==> src/rtl/fir_phase_scheduler_pkg.sv <==
// Shared definitions for the polyphase FIR sequencer: FSM encoding and
// phase/tap constants of the 4-phase, 6-tap transmit FIR.
package fir_phase_scheduler_pkg;
   localparam int N_PHASE  = 4;
   localparam int PHASE_W  = 2;
   localparam int FIR_TAPS = 6;

   typedef enum logic [1:0] {
      ST_IDLE  = 2'd0,
      ST_ALIGN = 2'd1,
      ST_RUN   = 2'd2,
      ST_FLUSH = 2'd3
   } state_e;
endpackage

==> src/rtl/fir_phase_scheduler_if.sv <==
// Ready/valid bit-source link between the PRBS/bit source (master) and the
// FIR sequencer (slave).
interface fir_phase_scheduler_if;
   logic i_bit;
   logic i_bit_valid;
   logic o_bit_ready;

   modport master (output i_bit, output i_bit_valid, input  o_bit_ready);
   modport slave  (input  i_bit, input  i_bit_valid, output o_bit_ready);
endinterface

==> src/rtl/fir_phase_scheduler_tick_divider.sv <==
// Programmable divider producing the FIR sample strobe every CLK_DIV cycles
// while running; cleared synchronously so the first tick lands CLK_DIV later.
module fir_phase_scheduler_tick_divider #(
   parameter int CLK_DIV = 4
) (
   input  logic clock,
   input  logic i_reset,
   input  logic clear,
   input  logic run,
   output logic tick
);
   localparam int CW = (CLK_DIV > 1) ? $clog2(CLK_DIV) : 1;
   localparam logic [CW-1:0] LAST = CW'(CLK_DIV - 1);

   logic [CW-1:0] div_cnt;

   always_ff @(posedge clock) begin
      if (i_reset || clear)  div_cnt <= '0;
      else if (run) begin
         if (div_cnt == LAST) div_cnt <= '0;
         else                 div_cnt <= div_cnt + CW'(1);
      end
   end

   // With CLK_DIV=1 the counter never leaves 0, so tick follows run.
   assign tick = run && (div_cnt == LAST);
endmodule

==> src/rtl/fir_phase_scheduler.sv <==
// Sequencer for the 4-phase polyphase RC transmit FIR: strobes, per-symbol
// bit fetch, start-up phase alignment, underflow substitution and tail flush.
module fir_phase_scheduler
   import fir_phase_scheduler_pkg::*;
#(
   parameter int   CLK_DIV       = 4,
   parameter int   FLUSH_SYMBOLS = FIR_TAPS,
   parameter logic IDLE_BIT      = 1'b0,
   parameter int   NB_CNT        = 16
) (
   input  logic                clock,
   input  logic                i_reset,
   input  logic                i_start,
   input  logic                i_stop,
   fir_phase_scheduler_if.slave src,
   output logic                o_fir_data,
   output logic                o_fir_enable,
   output logic                o_fir_valid,
   output logic                o_fir_reset,
   output logic [PHASE_W-1:0]  o_phase,
   output logic                o_busy,
   output logic                o_done,
   output logic [NB_CNT-1:0]   o_underflow_cnt
);
   localparam int FW = $clog2(FLUSH_SYMBOLS + 1);

   state_e             state_q, state_d;
   logic               run, tick, boundary, stop_now, fetch, flush_last;
   logic [PHASE_W-1:0] phase_q;
   logic               stop_pend_q, done_q, data_q;
   logic [FW-1:0]      flush_cnt_q;
   logic [NB_CNT-1:0]  ucnt_q;

   assign run = (state_q == ST_RUN) || (state_q == ST_FLUSH);

   fir_phase_scheduler_tick_divider #(.CLK_DIV(CLK_DIV)) u_div (
      .clock   (clock),
      .i_reset (i_reset),
      .clear   (state_q == ST_ALIGN),
      .run     (run),
      .tick    (tick)
   );

   // A symbol ends on the enable that closes phase 3.
   assign boundary   = tick && (phase_q == PHASE_W'(N_PHASE - 1));
   assign stop_now   = stop_pend_q || i_stop;
   assign fetch      = (state_q == ST_ALIGN) || ((state_q == ST_RUN) && boundary && !stop_now);
   assign flush_last = (state_q == ST_FLUSH) && boundary && (flush_cnt_q == FW'(FLUSH_SYMBOLS - 1));

   always_ff @(posedge clock) begin
      if (i_reset) state_q <= ST_IDLE;
      else         state_q <= state_d;
   end

   always_comb begin
      state_d = state_q;
      case (state_q)
         ST_IDLE:  if (i_start) state_d = ST_ALIGN;
         ST_ALIGN: state_d = ST_RUN;
         ST_RUN:   if (boundary && stop_now) state_d = ST_FLUSH;
         ST_FLUSH: if (flush_last) state_d = ST_IDLE;
         default:  state_d = ST_IDLE;
      endcase
   end

   always_comb begin
      o_fir_enable    = tick;
      o_fir_valid     = boundary;
      src.o_bit_ready = fetch && src.i_bit_valid;
      o_fir_reset     = i_reset || (state_q == ST_ALIGN);
      o_busy          = (state_q != ST_IDLE);
   end

   always_ff @(posedge clock) begin
      if (i_reset) begin
         phase_q     <= '0;
         data_q      <= IDLE_BIT;
         ucnt_q      <= '0;
         stop_pend_q <= 1'b0;
         flush_cnt_q <= '0;
         done_q      <= 1'b0;
      end else begin
         done_q <= flush_last;

         if (state_q == ST_ALIGN) phase_q <= '0;
         else if (tick)           phase_q <= phase_q + PHASE_W'(1);

         // The stop boundary loads the idle bit instead of fetching.
         if (fetch)                              data_q <= src.i_bit_valid ? src.i_bit : IDLE_BIT;
         else if (boundary && state_q == ST_RUN) data_q <= IDLE_BIT;

         if (state_q == ST_ALIGN)
            ucnt_q <= NB_CNT'(!src.i_bit_valid);
         else if (fetch && !src.i_bit_valid && ucnt_q != '1)
            ucnt_q <= ucnt_q + NB_CNT'(1);

         if (state_q == ST_RUN && !boundary && i_stop) stop_pend_q <= 1'b1;
         else if (state_q != ST_RUN || boundary)       stop_pend_q <= 1'b0;

         if (state_q != ST_FLUSH) flush_cnt_q <= '0;
         else if (boundary)       flush_cnt_q <= flush_cnt_q + FW'(1);
      end
   end

   assign o_fir_data      = data_q;
   assign o_phase         = phase_q;
   assign o_done          = done_q;
   assign o_underflow_cnt = ucnt_q;
endmodule
==> src/flat_wrapper.sv <==
// flat-port wrapper written by rule: the top's interface ports become plain ports
module fir_phase_scheduler_flat import fir_phase_scheduler_pkg::*;
#(
   parameter int   CLK_DIV       = 4,
   parameter int   FLUSH_SYMBOLS = FIR_TAPS,
   parameter logic IDLE_BIT      = 1'b0,
   parameter int   NB_CNT        = 16
)
  (clock, i_reset, i_start, i_stop, o_fir_data, o_fir_enable, o_fir_valid, o_fir_reset, o_phase, o_busy, o_done, o_underflow_cnt, src_i_bit, src_i_bit_valid, src_o_bit_ready);
  fir_phase_scheduler_if src_i ();
  input  logic clock;
  input  logic i_reset;
  input  logic i_start;
  input  logic i_stop;
  output logic o_fir_data;
  output logic o_fir_enable;
  output logic o_fir_valid;
  output logic o_fir_reset;
  output logic [PHASE_W-1:0] o_phase;
  output logic o_busy;
  output logic o_done;
  output logic [NB_CNT-1:0] o_underflow_cnt;
  input wire logic [$bits(src_i.i_bit)-1:0] src_i_bit;
  input wire logic [$bits(src_i.i_bit_valid)-1:0] src_i_bit_valid;
  output wire logic [$bits(src_i.o_bit_ready)-1:0] src_o_bit_ready;
  assign src_i.i_bit = src_i_bit;
  assign src_i.i_bit_valid = src_i_bit_valid;
  assign src_o_bit_ready = src_i.o_bit_ready;
  fir_phase_scheduler #(.CLK_DIV(CLK_DIV), .FLUSH_SYMBOLS(FLUSH_SYMBOLS), .IDLE_BIT(IDLE_BIT), .NB_CNT(NB_CNT)) u_core (.clock(clock), .i_reset(i_reset), .i_start(i_start), .i_stop(i_stop), .src(src_i), .o_fir_data(o_fir_data), .o_fir_enable(o_fir_enable), .o_fir_valid(o_fir_valid), .o_fir_reset(o_fir_reset), .o_phase(o_phase), .o_busy(o_busy), .o_done(o_done), .o_underflow_cnt(o_underflow_cnt));
endmodule
==> config.mk <==
export PLATFORM = sky130hd
export DESIGN_NAME = fir_phase_scheduler_flat
export DESIGN_NICKNAME = d
export VERILOG_FILES = /design/src/rtl/fir_phase_scheduler_pkg.sv /design/src/rtl/fir_phase_scheduler_if.sv /design/src/rtl/fir_phase_scheduler_tick_divider.sv /design/src/rtl/fir_phase_scheduler.sv /design/src/flat_wrapper.sv
export SDC_FILE = /design/constraint.sdc
export NUM_CORES = 1
export LEC_CHECK = 0
export BUFFER_PORTS_ARGS = -buffer_cell sky130_fd_sc_hd__clkbuf_2
export CAP_MARGIN = 20
export CORE_MARGIN = 2
export CORE_UTILIZATION = 40
export CTS_CLUSTER_DIAMETER = 100
export CTS_CLUSTER_SIZE = 28
export DETAILED_ROUTE_END_ITERATION = 8
export PLACE_DENSITY_LB_ADDON = 0.12
export SYNTH_ARGS = -nofsm -noshare
export SYNTH_HDL_FRONTEND = slang
export SYNTH_SLANG_ARGS = --single-unit
export TNS_END_PERCENT = 30
==> constraint.sdc <==
create_clock -name clock -period 3.84 [get_ports clock]
set_clock_uncertainty 0.1 [all_clocks]
set_input_delay 0.768 -clock clock [delete_from_list [all_inputs] [get_ports clock]]
set_output_delay 0.768 -clock clock [all_outputs]
set_load 0.02 [all_outputs]
After elaboration in Yosys (flattened, before gate mapping). Index checks and enable logic that the tools add are counted.

$add $sub $neg: 4. Equal/unequal tests: 12. Muxes and demuxes: 12. Reduce and logical (&&, ||, !) cells: 28.

Operators with widths (number): $add 16x1->16 const B (1); $ne 16x16->1 const B (1); $logic_and 1x1->1 (12); $eq 2x2->1 const B (4); $mux 2 (4); $ne 2x2->1 const B (4); $pmux 2 s4 (1); $reduce_bool 2->1 (4); $mux 1 (7); $logic_or 1x1->1 (5); $add 2x1->2 const B (2); $reduce_or 2->1 (2); $add 3x1->3 const B (1); $eq 3x3->1 const B (1); $logic_not 1->1 (3); $reduce_and 3->1 (1); $eq 2x1->1 const B (1); $logic_not 2->1 (1); $ne 2x1->1 const B (1).

Bits in registers: 28. Input port bits: 6. Output and inout port bits: 25. Logic and storage cells: 65.

Longest topological paths before layout. Gate-level depths: netlist (run 1).

Word-level depth: 11. Gate-level depth with buffers: 8. Depth with buffers taken out: 8.

By module. Synthesis (run 1) repeated with hierarchy kept, for this count alone.

Cell total of the unflattened synthesis: 158. Area, all modules: 1555.2 um2.

By module, submodules not included: fir_phase_scheduler (instances 1, cells an instance 149, area an instance 1453.9 um2, sequential area each 520.5 um2); fir_phase_scheduler_tick_divider (instances 1, cells an instance 9, area an instance 101.3 um2, sequential area each 40.0 um2).

Worst setup path before layout (run 1). No wires, ideal clock.

Path kind: in2out. Start point: in i_reset. End point: out o_fir_reset. Arrival time: 1.567 ns. Required time: 2.972 ns. Path slack: 1.405 ns. Stages: 3. Path buffers: 2. Cell sequence: or2_2 clkbuf_1 clkbuf_1.

Cells in the longest elaborated chain, start to end: 1.

RTL lines: start: declaration (line flat_wrapper.sv:12) `input logic i_reset;`; $logic_or 1x1->1 (line fir_phase_scheduler.sv:70) `o_fir_reset = i_reset || (state_q == ST_ALIGN);`; end: declaration (line flat_wrapper.sv:18) `output logic o_fir_reset;`.

No other way between the ends.

Worst setup path after layout (run 1).
Start point: reg u_core.state_q[0]. End point: out o_fir_valid.

Cells in the longest elaborated chain, start to end: 4. Elaborated cells on any way between the ends: 5. Those cells by class: eq/ne: 2; reduce/logical: 3.

RTL lines: start: declaration (line fir_phase_scheduler.sv:27) `state_e state_q, state_d;`; start signal: assignment (line fir_phase_scheduler.sv:52) `else state_q <= state_d;`; $eq 2x2->1 (line fir_phase_scheduler.sv:34) `assign run = (state_q == ST_RUN) || (state_q == ST_FLUSH);`; $logic_or 1x1->1 * (line fir_phase_scheduler.sv:34); $logic_and 1x1->1 * (line fir_phase_scheduler_tick_divider.sv:26) `assign tick = run && (div_cnt == LAST);`; $logic_and 1x1->1 * (line fir_phase_scheduler.sv:45) `assign boundary = tick && (phase_q == PHASE_W'(N_PHASE - 1));`; end: declaration (line flat_wrapper.sv:17) `output logic o_fir_valid;`.

Mark *: on every way between the ends. The rest lies on a longest branch, timed or not.

==> results of run 1 <==
layout by cell type (no fill, tap or decap):
cell,synthesis,layout
or4_1,1,1
a2111oi_2,3,3
a32oi_1,1,1
a21o_1,1,1
clkbuf_2,0,30
o31ai_1,1,1
nor4b_1,1,1
o21a_1,2,2
nand3_2,1,1
inv_1,10,10
o21ai_0,1,1
nand3_1,7,7
nor4_4,2,2
a21oi_1,4,4
a31o_2,1,1
mux2i_1,2,2
o22a_4,1,1
nand2b_1,1,1
or3_1,1,1
and4_1,1,1
xor2_1,2,2
clkbuf_8,0,4
nand4_1,3,3
and3_1,1,1
nor4b_4,2,2
nand2_1,9,9
a21oi_2,1,1
dfxtp_1,28,28
a211oi_1,7,7
nor2_1,28,28
buf_4,1,1
a222oi_1,1,1
nor3_1,4,4
a211oi_2,2,2
or2_2,1,1
o211ai_1,1,1
a31o_1,1,1
ha_1,10,10
xnor2_1,14,14
report_power, final:
part	switching, mW	internal (mW)	total [mW]
Sequential	0.0259	0.315	0.341
Clock	0.0919	0.0917	0.184
Combinational	0.155	0.0865	0.241
Total	0.273	0.493	0.766
critical path, cell delays in order, from the launching register on:
cell and delay, ns:
dfxtp_1 0.35, inv_1 0.11, ha_1 0.28, o21a_1 0.29
nand2_1 0.10, inv_1 0.18, clkbuf_2 0.21
logic make-up after synthesis:
logic type,count (synthesis)
AO/OA/AOI/OAI,28
XOR/XNOR,16
adder cells (fa/ha/maj),10
buffers and inverters,15
flip-flops,28
multiplexers,2
AND/OR/NAND/NOR,63
flip-flops by register name, indices dropped and copies added (netlist names):
register                count
u_core.o_phase              2
u_core.u_div.div_cnt        2
u_core.flush_cnt_q          3
u_core.stop_pend_q          1
u_core.state_q              2
u_core.o_fir_data           1
u_core.o_done               1
u_core.o_underflow_cnt     16
layer usage:
| metal | up-vias | global-route usage (%) |
|---|---|---|
| li1 | 632 | - |
| met1 | 573 | 19.37 |
| met2 | 19 | 23.61 |
| met3 | 2 | 1.704 |
| met4 | 0 | 4.688 |
| met5 | - | 0 |
layout make-up:
class,instances,area [um2],area share (%)
clock buffers,4,55.05,3.116
multi-input cells,119,895.9,50.71
flip-flops and latches,28,560.5,31.73
inverters,10,37.54,2.125
repair buffers,31,157.7,8.924
well taps,48,60.06,3.399
final timing paths:
path                                              endpoint  slack, ns  depth (start not counted)
worst min register to register     u_core.u_div.div_cnt[1]       0.38                          2
worst max-delay path                           o_fir_valid       1.17                          6
worst max register to register  u_core.o_underflow_cnt[13]       1.65                          7
worst min-delay path               u_core.u_div.div_cnt[1]       0.38                          2
per-stage QoR:
stage,setup WS (ns),std cells,instance area (um2)
global route,0.9791,240,1767
floorplan,1.405,162,1531
finish,1.171,240,1767
CTS,1.149,240,1767
detailed placement,1.370,236,1712
global placement,1.386,236,1712
==> impl_results.md, run 1 <==
- Vias/cell: slightly above 5
- Clock Sink Count: 28
- CP endpoint kind: output port
- Hold Path Class: reg2reg
- Fin util: ~48%
- Min Clock Period, post-route: about 2.7 ns
- Fill cells: 365
- Ant. Diodes: 0
- Fin crit share: 69.50%
- Share of the synthesized area in the top cell type: a little over a third
- Startpoint Class: register
- Die Ht: ~66 um
- Highest Signal Layer: met4
- P_leak: ~0.65 nW
- Largest net degree at the start of global routing: 23
- Post-synthesis adder-cell area fraction: 8.170%
- Setup Buffers After CTS: 0
- Core Footprint: 3661 um2
- Met3 wire length: between 100 and 150 um
- Sequential area share after synthesis: between 30% and 40%
- Setup TNS: 0 ns
- Simple-Gate Fraction of Synth Area: between 20% and 30%
- CTS tree: built
- Commonest cells in the synthesized netlist: dfxtp_1 (28), nor2_1 (28), xnor2_1 (14)
- Worst Tran Pin Value: around 0.53 ns
- Slew headroom: approximately 64%
- Post-DR wirelength/cell: 12.08 um
- Slew Limit Fails: 0
- Final setup viols: 0
- Via count: 1226
- RSZ-0062 raised after global routing: false
- Hold buffers post-CTS: 0
- Clock insertion delay at the later pin of the skew report: between 0.2 and 0.3 ns
- HPWL after detailed placement: about 2.2 mm
- EDFF count, synth: 0
- Maximum vdd ir drop: approximately 0.00023 V
- Cell row count: 22
- # resized after CTS: 0
- Final hold slack: between 0.3 and 0.4 ns
- Achievable Freq: about 370 MHz
- GP Congestion: between 0.7 and 0.8
- Setup CP Type: reg2out
- Top post-synthesis cells by area: dfxtp_1 (37%), ha_1 (8.2%), xnor2_1 (8.0%)
- Nets: around 210
- Power Total: 0.7661 mW
- Met1 WL: roughly 1.4 mm
- DRC errors left: 0
- First-pass GRT wire length: 4.954 mm
- Main combinational cell family by area after synthesis: simple AND/OR/NAND/NOR gates
- Die width: 65.88 um
- Area growth, synth to finish: 15.36%
- Area leader, netlist: dfxtp_1
- CTS root buffer: clkbuf_8
- Metal2 WL: around 1.3 mm
- Critical Path AT: 1.80 ns
- Critical path required time: roughly 3 ns
- H-tree Lvls: 1
- Antenna violations before repair: 0
- WL final: between 2 and 3 mm
- GRT Total Usage: between 10% and 20%
- Yosys warning count: 0
- Starting Density: 41.83%
- Global route overflow: 0
- Cells after synthesis: around 160
- PD cells: ~430 nW/um2
- IO Port Bufs: 30
- Vias in the first global route: between 1000 and 1500
- Synth unique cells: 39
- Worst hold start: u_core.u_div.div_cnt[1]
- Mux cell area share after synthesis: 1.307%
- Syn nets: 178
- Pre-antenna DRT Iters: 4
- Syn Area/Cell: roughly 9.5 um2
- Final ANT Viol Nets: 0
- Num ports: 31
- Top FF cell, synth: dfxtp_1
- Final Hold Viols: 0
- Share of layout cells above drive strength 1: roughly a quarter
- XOR/XNOR share of the synthesized area: under 10%
- Crit path launch: u_core.state_q[0]
- Fraction of registers with async set/reset: 0%
- Die area: between 4000 and 5000 um2
- Post-synth design cell area: 1531 um2
- Clk buf depth: 2
- MaxCap Viol Count: 0
- Compound-Gate Fraction of Synth Area: between 10% and 20%
- Clock-pin slew on the worst setup and hold paths: approximately 0.1 ns
- Yosys reg bits: 28
- TritonCTS Buffers: 3
- DR iter-0 viols: 22
- Critical-path maximum fanout: 7
- Status: completed
- Worst R2R Start: u_core.state_q[0]
No activity file was read; power rests on OpenSTA's default activity.
==> inputs of run 2 (changes only) <==
--- a/config.mk
+++ b/config.mk
@@ -5,6 +5,7 @@
 export SDC_FILE = /design/constraint.sdc
 export NUM_CORES = 1
 export LEC_CHECK = 0
+export ABC_AREA = 1
 export BUFFER_PORTS_ARGS = -buffer_cell sky130_fd_sc_hd__clkbuf_2
 export CAP_MARGIN = 20
 export CORE_MARGIN = 2
==> constraint.sdc (replaced) <==
create_clock -name clock -period 2.8 [get_ports clock]
set_clock_uncertainty 0.1 [all_clocks]
set_input_delay 0.56 -clock clock [delete_from_list [all_inputs] [get_ports clock]]
set_output_delay 0.56 -clock clock [all_outputs]
set_load 0.02 [all_outputs]
==> run 2 against run 1 <==
Effect of this change:
- cell count grew 37%
- die area grew 11%
- via count grew 29%
- critical endpoint unchanged
- first-iteration DRC count grew to 5.0 times the previous value
- combinational power grew 33%
- critical path type unchanged
==> impl_results.md, run 2 <==
- Yosys reg bits: 28 (unchanged)
- Max reg flops: 16 (unchanged)
- TritonCTS Buffers: 3 (unchanged)
- Yosys warning count: 0 (unchanged)
- Critical-path top delay cell: dfxtp_1
- Share of the synthesized area in the top cell type: 32.87% (-3.7 points)
- Via count: 1584 (+29%)
- Num ports: 31 (unchanged)
- Final instance area: 1933 um2 (+9.4%)
- Maximum vdd ir drop: 0.0003514 V (+50%)
- Critical path, cell by cell: inv_1 > ha_1 > nor2_2 > nor2_4 > nand2_1 > inv_1 > clkbuf_2
- Slew Limit Fails: 0 (unchanged)
- Die area: 4802 um2 (+11%)
- Critical path required time: 2.14 ns (-0.83 ns)
- IO Port Bufs: 30 (unchanged)
- CP bufs+invs: 3 (unchanged)
- Final Hold Viols: 0 (unchanged)
- Post-synth design cell area: 1705 um2 (+11%)
- Clk buf depth: 2 (unchanged)
- Core Footprint: 4058 um2 (+11%)
- P_leak: 0.8478 nW (+30%)
- Startpoint Class: register
- Global route overflow: 0 (unchanged)
- Worst Tran Pin Value: 0.3590 ns (-0.1756 ns)
- Synth unique cells: 29 (-26%)
- Min Clock Period, post-route: between 2 and 2.5 ns
- Fin crit share: 86.84%
- Share of layout cells above drive strength 1: 20.50% (-5.0 points)
- Mux cell area share after synthesis: 0% (-1.3 points)
- Simple-Gate Fraction of Synth Area: 37.05% (+13 points)
- DR iter-0 viols: 109 (+400%)
- Status: completed
- Setup CP Type: reg2out
- Critical-path maximum fanout: 7 (unchanged)
- CTS root buffer: clkbuf_8
- Most common cell after layout, fill and taps aside: nand2_1
- Pre-antenna DRT Iters: 4 (unchanged)
- GRT Total Usage: 15.83% (+1.5 points)
- Met3 Resource Use GR: 3.488% (+1.8 points)
- Vias in the first global route: 1409 (+20%)
- # resized after CTS: 0 (unchanged)
- CP endpoint kind: output port
- Die width: 69.30 um (+5.2%)
- Nets: 296 (+42%)
- MaxCap Viol Count: 0 (unchanged)
- Top FF cell, synth: dfxtp_1
- Fill cells: 438 (+20%)
- CTS tree: built
- DRC errors left: 0 (unchanged)
- Global routing usage on met1: 18.78% (-0.59 points)
- Vias/cell: 4.829 (-5.5%)
- Antenna violations before repair: 0 (unchanged)
- XOR/XNOR share of the synthesized area: 3.595% (-5.6 points)
- Hold buffers post-CTS: 0 (unchanged)
- EDFF count, synth: 0 (unchanged)
- Delay-heaviest family, CP: simple AND/OR/NAND/NOR gates
- Post-DR wirelength/cell: 11.23 um (-7.1%)
- Hold Path Class: in2reg
- DP Area: 1892 um2 (+11%)
- Die Ht: 69.30 um (+5.2%)
- H-tree Lvls: 1 (unchanged)
- Commonest cells in the synthesized netlist: nand2_1 (81), dfxtp_1 (28), inv_1 (25)
- Fin util: 47.64% (-0.62 points)
- GP Congestion: 0.8155 (+13%)
- Dpl cells: 325 (+38%)
- Slew headroom: 75.98% (+12 points)
- Setup Buffers After CTS: 0 (unchanged)
- Critical Path AT: 1.77 ns (-0.03 ns)
- Met2 Track Usage GR: 29.38% (+5.8 points)
- Syn Area/Cell: 6.877 um2 (-27%)
- Top-count cell post-synth: nand2_1
- Final ANT Viol Nets: 0 (unchanged)
- Largest net degree at the start of global routing: 20 (-13%)
- Layout Cells excl Fill: 328 (+37%)
- HPWL after detailed placement: 2.793 mm (+28%)
- Clock insertion delay at the later pin of the skew report: 0.28 ns (about the same)
- Clock-pin slew on the worst setup and hold paths: 0.09 ns (about the same)
- Area leader, netlist: dfxtp_1
- Achievable Freq: about 400 MHz
- Ant. Diodes: 0 (unchanged)
- Starting Density: 42.03% (+0.20 points)
- Power Total: 0.9961 mW (+30%)
- Setup TNS: 0 ns (unchanged)
- Final setup viols: 0 (unchanged)
- WL final: 3.683 mm (+27%)
- Post-synthesis adder-cell area fraction: 7.337% (-0.83 points)
- RSZ-0062 raised after global routing: false
- Most frequent cells in the layout: nand2_1 (81), clkbuf_2 (30), dfxtp_1 (28)
- Fraction of registers with async set/reset: 0% (unchanged)
- Top post-synthesis cells by area: dfxtp_1 (33%), nand2_1 (18%), ha_1 (7.3%)
- Crit path largest cell delay: 0.38 ns (+0.03 ns)
- Main combinational cell family by area after synthesis: simple AND/OR/NAND/NOR gates
- Cell row count: 23 (+4.5%)
- PD cells: 515.3 nW/um2 (+19%)
- Area growth, synth to finish: 13.35%
- Sequential area share after synthesis: 32.87% (-3.7 points)
- Cells after synthesis: 248 (+53%)
- First-pass GRT wire length: 6.230 mm (+26%)
- Syn nets: 264 (+48%)
- Busiest layer in global routing: met2
- Compound-Gate Fraction of Synth Area: 10.56% (-5.6 points)
- CP most frequent cell: inv_1
- Clock Sink Count: 28 (unchanged)
[run 2: changes by cell type after synthesis, sizes merged, moves of 3 or more]
cell,delta
o21ai,+5
nand4,+4
a2111oi,-3
nor4b,-3
xnor2,-10
a211oi,-9
nand2,+76
nand3,+7
inv,+18
a21oi,+16
[run 2: worst paths after layout]
| kind | startpoint | endpoint | cells after the start | slack (ns) |
|---|---|---|---|---|
| min | i_reset | u_core.o_fir_data | 2 | 0.37 |
| max reg2reg | u_core.state_q[0] | u_core.o_underflow_cnt[13] | 10 | 0.94 |
| max | u_core.state_q[0] | o_fir_valid | 7 | 0.37 |
| min reg2reg | u_core.u_div.div_cnt[1] | u_core.u_div.div_cnt[1] | 2 | 0.38 |
[run 2: cell families (layout without fill, tap and decap cells)]
kind of cell,after synthesis,count (layout)
and+or+nand+nor,142,142
buffers and inverters,33,63
AOI/OAI and AO/OA,28,28
DFF,28,28
adders and majority gates,10,10
xor gates and xnor gates,7,7
[run 2: metrics by stage]
stage                     hold slack [ns]  setup slack [ns]
after floorplan                    0.3479            0.8379
after detailed placement           0.3679            0.6582
after CTS                          0.3563            0.3330
after global routing               0.3634            0.1681
after global placement             0.3771            0.7233
final                              0.3674            0.3685
[run 2: report_power, final]
| part | total (mW) | leakage (nW) | switching [mW] | internal, mW |
|---|---|---|---|---|
| Combinational | 0.321 | 0.600 | 0.219 | 0.102 |
| Clock | 0.224 | 0.0216 | 0.127 | 0.0968 |
| Sequential | 0.451 | 0.226 | 0.0247 | 0.426 |
[run 2: metal layers]
metal	vias up	routed length, um
met2	23	1865
met5	-	0
li1	844	-
met1	715	1678
met4	0	26
met3	2	113
[run 2: layout make-up]
class / count / area, um2 / share of cell area (%)
clock buffer: 3 / 41.29 / 2.136
inverter: 29 / 112.6 / 5.825
multi-input combinational: 187 / 998.5 / 51.65
sequential: 28 / 560.5 / 29.00
tap: 50 / 62.56 / 3.236
timing repair buffer: 31 / 157.7 / 8.155
[run 2: worst register-to-register path, delay by kind of cell (launching register included)]
family                   cells  cell delay, ns
flip-flops                   1            0.34
adder cells (fa/ha/maj)      1            0.28
AND/OR/NAND/NOR              5            0.53
AO/OA/AOI/OAI                1            0.13
buffers and inverters        3            0.42
